===== config.mk =====
export PLATFORM = sky130hd
export DESIGN_NAME = poly_horner_sequencer
export DESIGN_NICKNAME = d
export VERILOG_FILES = /design/src/rtl/poly_pkg.sv /design/src/rtl/poly_coef_bank.sv /design/src/rtl/poly_horner_sequencer.sv
export SDC_FILE = /design/constraint.sdc
export NUM_CORES = 1
export LEC_CHECK = 0
export CORE_MARGIN = 5
export CORE_UTILIZATION = 25
export CTS_CLUSTER_SIZE = 8
export DETAILED_ROUTE_END_ITERATION = 10
export PLACE_DENSITY = 0.48
export SYNTH_ARGS = -nofsm -noshare
export SYNTH_HDL_FRONTEND = slang
export SYNTH_HIERARCHICAL = 1
export SYNTH_SLANG_ARGS = --single-unit
export TNS_END_PERCENT = 100

===== constraint.sdc =====
create_clock -name clk -period 5.9 [get_ports clk]
set_clock_uncertainty 0.2 [all_clocks]
set_input_delay 0.59 -clock clk [delete_from_list [all_inputs] [get_ports clk]]
set_output_delay 0.59 -clock clk [all_outputs]
set_load 0.02 [all_outputs]

===== src/rtl/poly_pkg.sv =====
// Shared types and constants for the Horner polynomial sequencer.
package poly_pkg;

   localparam int C_FP_DWIDTH = 32;

   typedef logic [C_FP_DWIDTH-1:0] float_t;

   typedef enum logic [2:0] {
      S_IDLE,
      S_MUL_ISSUE,
      S_MUL_WAIT,
      S_ADD_ISSUE,
      S_ADD_WAIT,
      S_OUTPUT
   } seq_state_t;

   localparam float_t C_FP_ZERO = 32'h0000_0000;
   localparam float_t C_FP_ONE  = 32'h3F80_0000;

   function automatic int max_int(input int a, input int b);
      return (a > b) ? a : b;
   endfunction

endpackage


===== src/rtl/poly_coef_bank.sv =====
// Coefficient register file c[0..N]: synchronous write, combinational read.
module poly_coef_bank
   import poly_pkg::*;
#(
   parameter  int G_POLY_ORDER = 5,
   localparam int C_ADDR_W     = $clog2(G_POLY_ORDER + 1)
) (
   input  logic                clk,
   input  logic                reset,
   input  logic                wr_en,
   input  logic [C_ADDR_W-1:0] wr_addr,
   input  float_t              wr_data,
   input  logic [C_ADDR_W-1:0] rd_addr,
   output float_t              rd_data
);

   localparam logic [C_ADDR_W-1:0] C_TOP_IDX = C_ADDR_W'(G_POLY_ORDER);

   float_t coef_q [G_POLY_ORDER+1];
   float_t coef_d [G_POLY_ORDER+1];

   // Apply a write only when the index lands inside the bank.
   always_comb begin
      coef_d = coef_q;
      if (wr_en && (wr_addr <= C_TOP_IDX)) begin
         coef_d[wr_addr] = wr_data;
      end
   end

   // Bank storage, cleared on reset.
   always_ff @(posedge clk or negedge reset) begin
      if (!reset) begin
         coef_q <= '{default: C_FP_ZERO};
      end else begin
         coef_q <= coef_d;
      end
   end

   assign rd_data = (rd_addr <= C_TOP_IDX) ? coef_q[rd_addr] : C_FP_ZERO;

endmodule


===== src/rtl/poly_horner_sequencer.sv =====
// Horner-rule polynomial evaluator driving one shared FP multiplier and one
// shared FP adder. Values are opaque 32-bit words; no arithmetic happens here.
//
// state        | meaning
// S_IDLE       | waiting for a sample, coefficient writes allowed
// S_MUL_ISSUE  | one-cycle multiplier issue of acc * x
// S_MUL_WAIT   | waiting for the product
// S_ADD_ISSUE  | one-cycle adder issue of product + c[k]
// S_ADD_WAIT   | waiting for the sum; loop or finish
// S_OUTPUT     | result presented until downstream accepts
module poly_horner_sequencer
   import poly_pkg::*;
#(
   parameter int G_POLY_ORDER  = 5,
   parameter int G_MUL_LATENCY = 4,
   parameter int G_ADD_LATENCY = 5
) (
   input  logic                                clk,
   input  logic                                reset,
   input  logic                                enable,
   input  logic                                coef_wr_en,
   input  logic [$clog2(G_POLY_ORDER+1)-1:0]   coef_wr_addr,
   input  float_t                              coef_wr_data,
   input  float_t                              din,
   input  logic                                din_valid,
   output logic                                din_ready,
   output float_t                              dout,
   output logic                                dout_valid,
   input  logic                                dout_ready,
   output float_t                              mul_din1,
   output float_t                              mul_din2,
   output logic                                mul_din_valid,
   input  float_t                              mul_dout,
   input  logic                                mul_dout_valid,
   output float_t                              add_din1,
   output float_t                              add_din2,
   output logic                                add_din_valid,
   input  float_t                              add_dout,
   input  logic                                add_dout_valid,
   output logic                                busy,
   output logic                                seq_error
);

   localparam int C_ADDR_W  = $clog2(G_POLY_ORDER + 1);
   localparam int C_GUARD   = max_int(G_MUL_LATENCY, G_ADD_LATENCY);
   localparam int C_GUARD_W = $clog2(C_GUARD + 1);
   localparam logic [C_ADDR_W-1:0]  C_TOP_IDX  = C_ADDR_W'(G_POLY_ORDER);
   localparam logic [C_ADDR_W-1:0]  C_IDX_ONE  = C_ADDR_W'(1);
   localparam logic [C_GUARD_W-1:0] C_GUARD_LD = C_GUARD_W'(C_GUARD);
   localparam logic [C_GUARD_W-1:0] C_GUARD_ONE = C_GUARD_W'(1);

   seq_state_t            state_q, state_d;
   float_t                x_q, x_d, acc_q, acc_d, prod_q, prod_d, dout_q, dout_d;
   logic [C_ADDR_W-1:0]   k_q, k_d, rd_idx;
   logic [C_GUARD_W-1:0]  guard_q, guard_d;
   logic                  seq_error_q, seq_error_d;
   float_t                coef_rd, top_coef;
   logic                  idle, accept, coef_we, quiet, mul_ok, add_ok;

   assign idle    = (state_q == S_IDLE);
   // After an abort, hold off new samples until any in-flight unit result has
   // drained, so a stale result can never land in a fresh evaluation.
   assign din_ready = idle && enable && (guard_q == '0);
   assign accept  = din_ready && din_valid;
   assign coef_we = coef_wr_en && idle;
   assign quiet   = !enable || (guard_q != '0);
   assign mul_ok  = enable && mul_dout_valid && (state_q == S_MUL_WAIT);
   assign add_ok  = enable && add_dout_valid && (state_q == S_ADD_WAIT);
   assign rd_idx  = idle ? C_TOP_IDX : k_q;
   // A write to c[N] in the accepting cycle must reach acc directly.
   assign top_coef = (coef_we && (coef_wr_addr == C_TOP_IDX)) ? coef_wr_data : coef_rd;

   poly_coef_bank #(
      .G_POLY_ORDER (G_POLY_ORDER)
   ) u_coef_bank (
      .clk     (clk),
      .reset   (reset),
      .wr_en   (coef_we),
      .wr_addr (coef_wr_addr),
      .wr_data (coef_wr_data),
      .rd_addr (rd_idx),
      .rd_data (coef_rd)
   );

   // State and datapath registers.
   always_ff @(posedge clk or negedge reset) begin
      if (!reset) begin
         state_q     <= S_IDLE;
         x_q         <= C_FP_ZERO;
         acc_q       <= C_FP_ZERO;
         prod_q      <= C_FP_ZERO;
         dout_q      <= C_FP_ZERO;
         k_q         <= '0;
         guard_q     <= '0;
         seq_error_q <= 1'b0;
      end else begin
         state_q     <= state_d;
         x_q         <= x_d;
         acc_q       <= acc_d;
         prod_q      <= prod_d;
         dout_q      <= dout_d;
         k_q         <= k_d;
         guard_q     <= guard_d;
         seq_error_q <= seq_error_d;
      end
   end

   // Next-state logic; enable low forces a return to idle from anywhere.
   always_comb begin
      state_d = state_q;
      if (!enable) begin
         state_d = S_IDLE;
      end else begin
         case (state_q)
            S_IDLE:      if (accept) state_d = S_MUL_ISSUE;
            S_MUL_ISSUE: state_d = S_MUL_WAIT;
            S_MUL_WAIT:  if (mul_dout_valid) state_d = S_ADD_ISSUE;
            S_ADD_ISSUE: state_d = S_ADD_WAIT;
            S_ADD_WAIT:  if (add_dout_valid) state_d = (k_q == '0) ? S_OUTPUT : S_MUL_ISSUE;
            S_OUTPUT:    if (dout_ready) state_d = S_IDLE;
            default:     state_d = S_IDLE;
         endcase
      end
   end

   // Datapath updates, abort guard window and sticky sequencing error.
   always_comb begin
      x_d    = x_q;
      acc_d  = acc_q;
      prod_d = prod_q;
      dout_d = dout_q;
      k_d    = k_q;
      if (accept) begin
         x_d   = din;
         acc_d = top_coef;
         k_d   = C_TOP_IDX - C_IDX_ONE;
      end
      if (mul_ok) begin
         prod_d = mul_dout;
      end
      if (add_ok) begin
         acc_d = add_dout;
         if (k_q == '0) begin
            dout_d = add_dout;
         end else begin
            k_d = k_q - C_IDX_ONE;
         end
      end
      guard_d = guard_q;
      if (!enable) begin
         guard_d = C_GUARD_LD;
      end else if (guard_q != '0) begin
         guard_d = guard_q - C_GUARD_ONE;
      end
      seq_error_d = seq_error_q;
      if (!quiet && ((mul_dout_valid && (state_q != S_MUL_WAIT)) ||
                     (add_dout_valid && (state_q != S_ADD_WAIT)))) begin
         seq_error_d = 1'b1;
      end
   end

   // Unit operand muxing and issue pulses.
   always_comb begin
      mul_din1      = C_FP_ZERO;
      mul_din2      = C_FP_ZERO;
      mul_din_valid = 1'b0;
      add_din1      = C_FP_ZERO;
      add_din2      = C_FP_ZERO;
      add_din_valid = 1'b0;
      if (enable) begin
         case (state_q)
            S_MUL_ISSUE: begin
               mul_din1      = acc_q;
               mul_din2      = x_q;
               mul_din_valid = 1'b1;
            end
            S_ADD_ISSUE: begin
               add_din1      = prod_q;
               add_din2      = coef_rd;
               add_din_valid = 1'b1;
            end
            default: ;
         endcase
      end
   end

   assign dout       = dout_q;
   assign dout_valid = (state_q == S_OUTPUT);
   assign busy       = !idle;
   assign seq_error  = seq_error_q;

endmodule

# [Word level (Yosys, flattened, before mapping)]
# Index checks and enable logic that the tools add are counted.
[totals] out_inout_bits=166 elab_cells=97 register_bits=330
[classes] n_lt_le_gt_ge=5 n_mux=35 bitwise=2 reduce_logical=26 add_sub_neg=2 n_eq_ne=13
[op_table] op="$mux 32" count=15
[op_table] op="$bwmux 192" count=1
[op_table] op="$bmux 32 s3" count=1
[op_table] op="$demux 32 s3" count=1
[op_table] op="$mux 3" count=12
[op_table] op="$pmux 3 s6" count=1
[op_table] op="$logic_and 1x1->1" count=14
[op_table] op="$eq 3x3->1 const B" count=3
[op_table] op="$logic_not 3->1" count=3
[op_table] op="$ne 3x2->1 const B" count=3
[op_table] op="$ne 3x3->1 const B" count=3
[op_table] op="$ge 4x4->1 const B" count=2
[op_table] op="$not 3->4" count=2
[op_table] op="$eq 3x2->1 const B" count=2
[op_table] op="$le 3x3->1 const B" count=2
[op_table] op="$sub 3x1->3 const B" count=2
[op_table] op="$lt 4x1->1 const B" count=1
[op_table] op="$mux 1" count=4
[op_table] op="$reduce_and 4->1" count=1
[op_table] op="$eq 3x1->1 const B" count=1
[op_table] op="$logic_not 1->1" count=3
[op_table] op="$reduce_bool 3->1" count=1
[op_table] op="$logic_or 1x1->1" count=2
[op_table] op="$ne 2x1->1 const B" count=1
[op_table] op="2 further kinds" count=2

# [Logic depth before layout (Yosys ltp)]
[logic_depth] ltp_word=10 ltp_mapped=11

# [Hierarchy]
# The synthesis kept the hierarchy.
[by_module_without_submodules] mod="poly_coef_bank" cells_per_inst=595 seq_area_each_um2=4804.6 instances=1 area_per_inst_um2=8853.5
[by_module_without_submodules] mod="poly_horner_sequencer" cells_per_inst=708 seq_area_each_um2=3453.3 instances=1 area_per_inst_um2=7164.4

# [Least setup slack after synthesis]
# No wires, ideal clock.
[synth_timing] path_kind="register -> output" start="register state_q[0]" end="output port add_din2[0]" path_slack_ps=3033 path_stages_with_launch=11 required_time_ps=5110 arrival_time_ps=2077 path_cell_list="dfrtp_1 buf_6 nor3_4 inv_2 nand2b_1 buf_2 buf_2 mux2_2 nand2_1 o221ai_1 and2_1"
[synth_via] elab_chain_len=9
[synth_rtl] item="start: declaration" line="poly_horner_sequencer.sv:52" source="seq_state_t state_q, state_d;"
[synth_rtl] item="start signal: assignment" line="poly_horner_sequencer.sv:97" source="state_q <= state_d;"
[synth_rtl] item="$logic_not 3->1 (*)" line="poly_horner_sequencer.sv:60" source="assign idle = (state_q == S_IDLE);"
[synth_rtl] item="$mux 3 (*)" line="poly_horner_sequencer.sv:69" source="assign rd_idx = idle ? C_TOP_IDX : k_q;"
[synth_rtl] item="named net rd_idx[2]" line="poly_horner_sequencer.sv:54" source="logic [C_ADDR_W-1:0] k_q, k_d, rd_idx;"
[synth_rtl] item="$not 3->4 (implied by the code)" line="poly_coef_bank.sv:39" source="assign rd_data = (rd_addr <= C_TOP_IDX) ? coef_q[rd_addr] : C_FP_ZERO;"
[synth_rtl] item="$bmux 32 s3" line="poly_coef_bank.sv:39"
[synth_rtl] item="$mux 32 (implied by the code) (2 in series)" line="poly_coef_bank.sv:39"
[synth_rtl] item="$mux 32 (*)" line="poly_coef_bank.sv:39"
[synth_rtl] item="named net coef_rd[0]" line="poly_horner_sequencer.sv:57" source="float_t coef_rd, top_coef;"
[synth_rtl] item="$mux 32 (*)" line="poly_horner_sequencer.sv:171" source="case (state_q)"
[synth_rtl] item="$mux 32 (*)" line="poly_horner_sequencer.sv:170" source="if (enable) begin"
[synth_rtl] item="end: declaration" line="poly_horner_sequencer.sv:36" source="output float_t add_din2,"
# Mark *: on every way through the listed nets, which the timed path passes. The rest lies on a longest branch. The select of a mux whose other input is x is not followed.

# [Worst setup path in the final report]
[layout_timing] start="register state_q[0]" end="output port add_din2[29]"
# Same word-level chain as after synthesis.

==> flow_metrics.tcl <==
set metrics [dict create \
    max_stage_delay_ps 790 \
    vias 11000 \
    setup_slack_ps 1100 \
    multi_input_area_mm2 0.00717 \
    netlist-cell-type-count 44 \
    relSlewSlack 0.227 \
    ys_warn_count 6 \
    ir_worst_vdd_mv 0.169 \
    async_flop_share 1.00 \
    cts_resized 0 \
    post-synth-top-area-fraction 0.516 \
    setup_viol 0 \
    clk_path_buf_depth 3 \
    postCtsSetupBuffers 0 \
    fin_area_mm2 0.0212 \
    ys_seq_area_frac 0.516 \
    die-height_um 263 \
    worstPathMaxFanout 64 \
    place_area_mm2 0.0199 \
    core_area_mm2 0.0633 \
    startpoint_type "flip-flop" \
    dr.pass1.iters 4 \
    place_inst 2387 \
    global_route.overflow_total 0 \
    tns_ps 0 \
    fin_cells 2452 \
    crit_chain "nor3_4, inv_2, nand2b_4, buf_4, mux2_2, nand2_1, o221ai_1, and2_1, clkdlybuf4s50_1" \
    netlist_top_cells_area "dfrtp_1, mux2_2, mux2i_1" \
    endpoint_kind "output port" \
    critical_path_class "flip-flop to output port" \
    insertion_delay_ps 580 \
    grt_usage 0.141 \
    power_density_mw_per_mm2 334 \
    synthFlopType "dfrtp_1" \
    placementRows 92 \
    root_buffer "clkbuf_16" \
    worstMarginPinSlew_ps 1160 \
    final_common_cell "dfrtp_1" \
    ios 305 \
    nFillCells 6314 \
    routedWlPerCell_um 20.3 \
    worstHoldPathType "flip-flop to flip-flop" \
    die_w_um 263 \
    worst-path-buf-inv 3 \
    cts_hold_buffers 1 \
    layout_common_cells "dfrtp_1, clkdlybuf4s50_1, mux2_2, nand2_1, and2_1" \
    grt_max_degree 153 \
    crit_family "buffers and inverters" \
    nets 1735 \
    die_area_mm2 0.0692 \
    grt_pass1_wl_um 76900 \
    drt_wl_total_um 49700 \
    synth_area_mm2 0.0160 \
    grt_antenna_before_repair 9 \
    port_buffers 304 \
    initial_core_util 0.253 \
    synth_nets 1446 \
    cpMaxStageDelayCell "buf_4" \
    maxSlewViolCount 0 \
    rsz0062_at_grt "false" \
    syn_inst 1303 \
    finalCriticalPeriod_ps 4800 \
    detailedPlace.worstSlack_ps 1660 \
    cts_tree "yes" \
    clock-sinks 330 \
    regArea_mm2 0.00826 \
    drc 0 \
    worstPathArrival_ps 4010 \
    syn_to_final_growth_pct 32.3 \
    dp_hpwl_um 32800 \
    final_hold_viol_count 0 \
    grt_pass1_vias 12000 \
    drive_gt1_frac 0.215 \
    gp_congestion 0.723 \
    antenna_left 0 \
    p_leak_nw 9.63 \
    required_ps 5110 \
    path_clk_slew_ps 50 \
    via_per_inst 4.50 \
    syn_avg_cell_area_um2 12.3 \
    fin_crit_sh 0.814 \
    status "finished, final reports clean" \
    cts_htree_levels 2 \
    fmax_mhz 208 \
    ys_seq_elements 330 \
    drv_cap 0 \
    synth_edf_count 0 \
    synth_top_area_cell "dfrtp_1" \
    cts_made_buffers 48 \
    first_iter_violations 429 \
]
worst register-to-register path, cell delays in order (launching register included):
cell      delay (ps)
dfrtp_1          540
nor3_4           290
inv_2            120
nand2b_4          90
buf_4            790
mux2_2           540
nand2_1           60
o221ai_1         220
mux2i_1          560
o21ai_1          110
report_power, final:
group | internal [mW] | total [mW] | leakage [nW] | switching [mW]
registers | 2.88 | 3.17 | 4.08 | 0.286
logic | 0.775 | 1.45 | 4.92 | 0.671
clock network | 1.48 | 2.47 | 0.635 | 0.992
state kept, by name, indices dropped and copies added, names as in the netlist:
name	cells
u_coef_bank/coef_q	192
k_q	3
x_q	32
guard_q	3
dout	32
state_q	3
prod_q	32
acc_q	32
seq_error	1
layout make-up:
cell class / instances / area share
antenna: 4 / 0.000472
clock buffer: 56 / 0.0596
clock inverter: 4 / 0.00130
inverter: 39 / 0.00691
multi-input combinational: 841 / 0.338
sequential: 330 / 0.390
tap: 846 / 0.0499
timing repair buffer: 332 / 0.154
synthesized netlist by cell type (2+ instances only):
| cell type | n |
|---|---|
| dfrtp_1 | 330 |
| mux2_2 | 214 |
| nand2_1 | 138 |
| and2_1 | 131 |
| mux2i_1 | 129 |
| mux2_1 | 44 |
| clkbuf_1 | 42 |
| inv_1 | 38 |
| o21ai_1 | 35 |
| a31oi_1 | 33 |
| o221ai_1 | 32 |
| mux2_4 | 30 |
| buf_2 | 27 |
| buf_4 | 11 |
| nor2_1 | 9 |
| buf_6 | 7 |
| nor2b_1 | 5 |
| ha_1 | 4 |
| nand2b_1 | 4 |
| o211ai_1 | 4 |
| buf_1 | 3 |
| buf_12 | 3 |
| nor4b_4 | 3 |
| a21oi_1 | 2 |
| nand3_1 | 2 |
| nand4b_1 | 2 |
| nor3b_1 | 2 |
| nor4bb_1 | 2 |
| xnor2_1 | 2 |
worst paths after layout:
path | start | depth (start not counted) | slack, ps | to
worst max-delay path | state_q[0] | 9 | 1100 | add_din2[29]
worst min-delay path | x_q[15] | 2 | 250 | x_q[15]
max in group asynchronous | reset | 3 | 3620 | u_coef_bank/coef_q[38]
worst max register to register | state_q[0] | 9 | 2230 | acc_q[25]
min in group asynchronous | reset | 2 | 450 | dout[22]
worst min register to register | x_q[15] | 2 | 250 | x_q[15]
metal layers:
metal / up-vias / track usage / wire length (µm)
met2: 303 / 0.219 / 22100
met3: 72 / 0.0472 / 4050
met1: 5558 / 0.189 / 22400
li1: 5101 / - / -
met5: - / 0.0125 / 168
met4: 10 / 0.0367 / 1040
cells by family after synthesis:
kind of cell             Yosys count  synth area share
AO/OA/AOI/OAI                    111            0.0463
XOR/XNOR                           2           0.00109
adder cells (fa/ha/maj)            4           0.00312
buffers and inverters            132            0.0419
flip-flops                       330             0.516
multiplexers                     417             0.290
AND/OR/NAND/NOR                  307             0.102
per-stage QoR:
step	total power, mW	utilization	hold WS (ps)
floorplan	4.11	-	94.4
global placement	4.60	0.314	240
detailed placement	4.67	0.314	248
CTS	7.23	0.335	259
global route	7.52	0.335	272
finish	7.08	0.335	254
No activity file was read; power rests on OpenSTA's default activity.
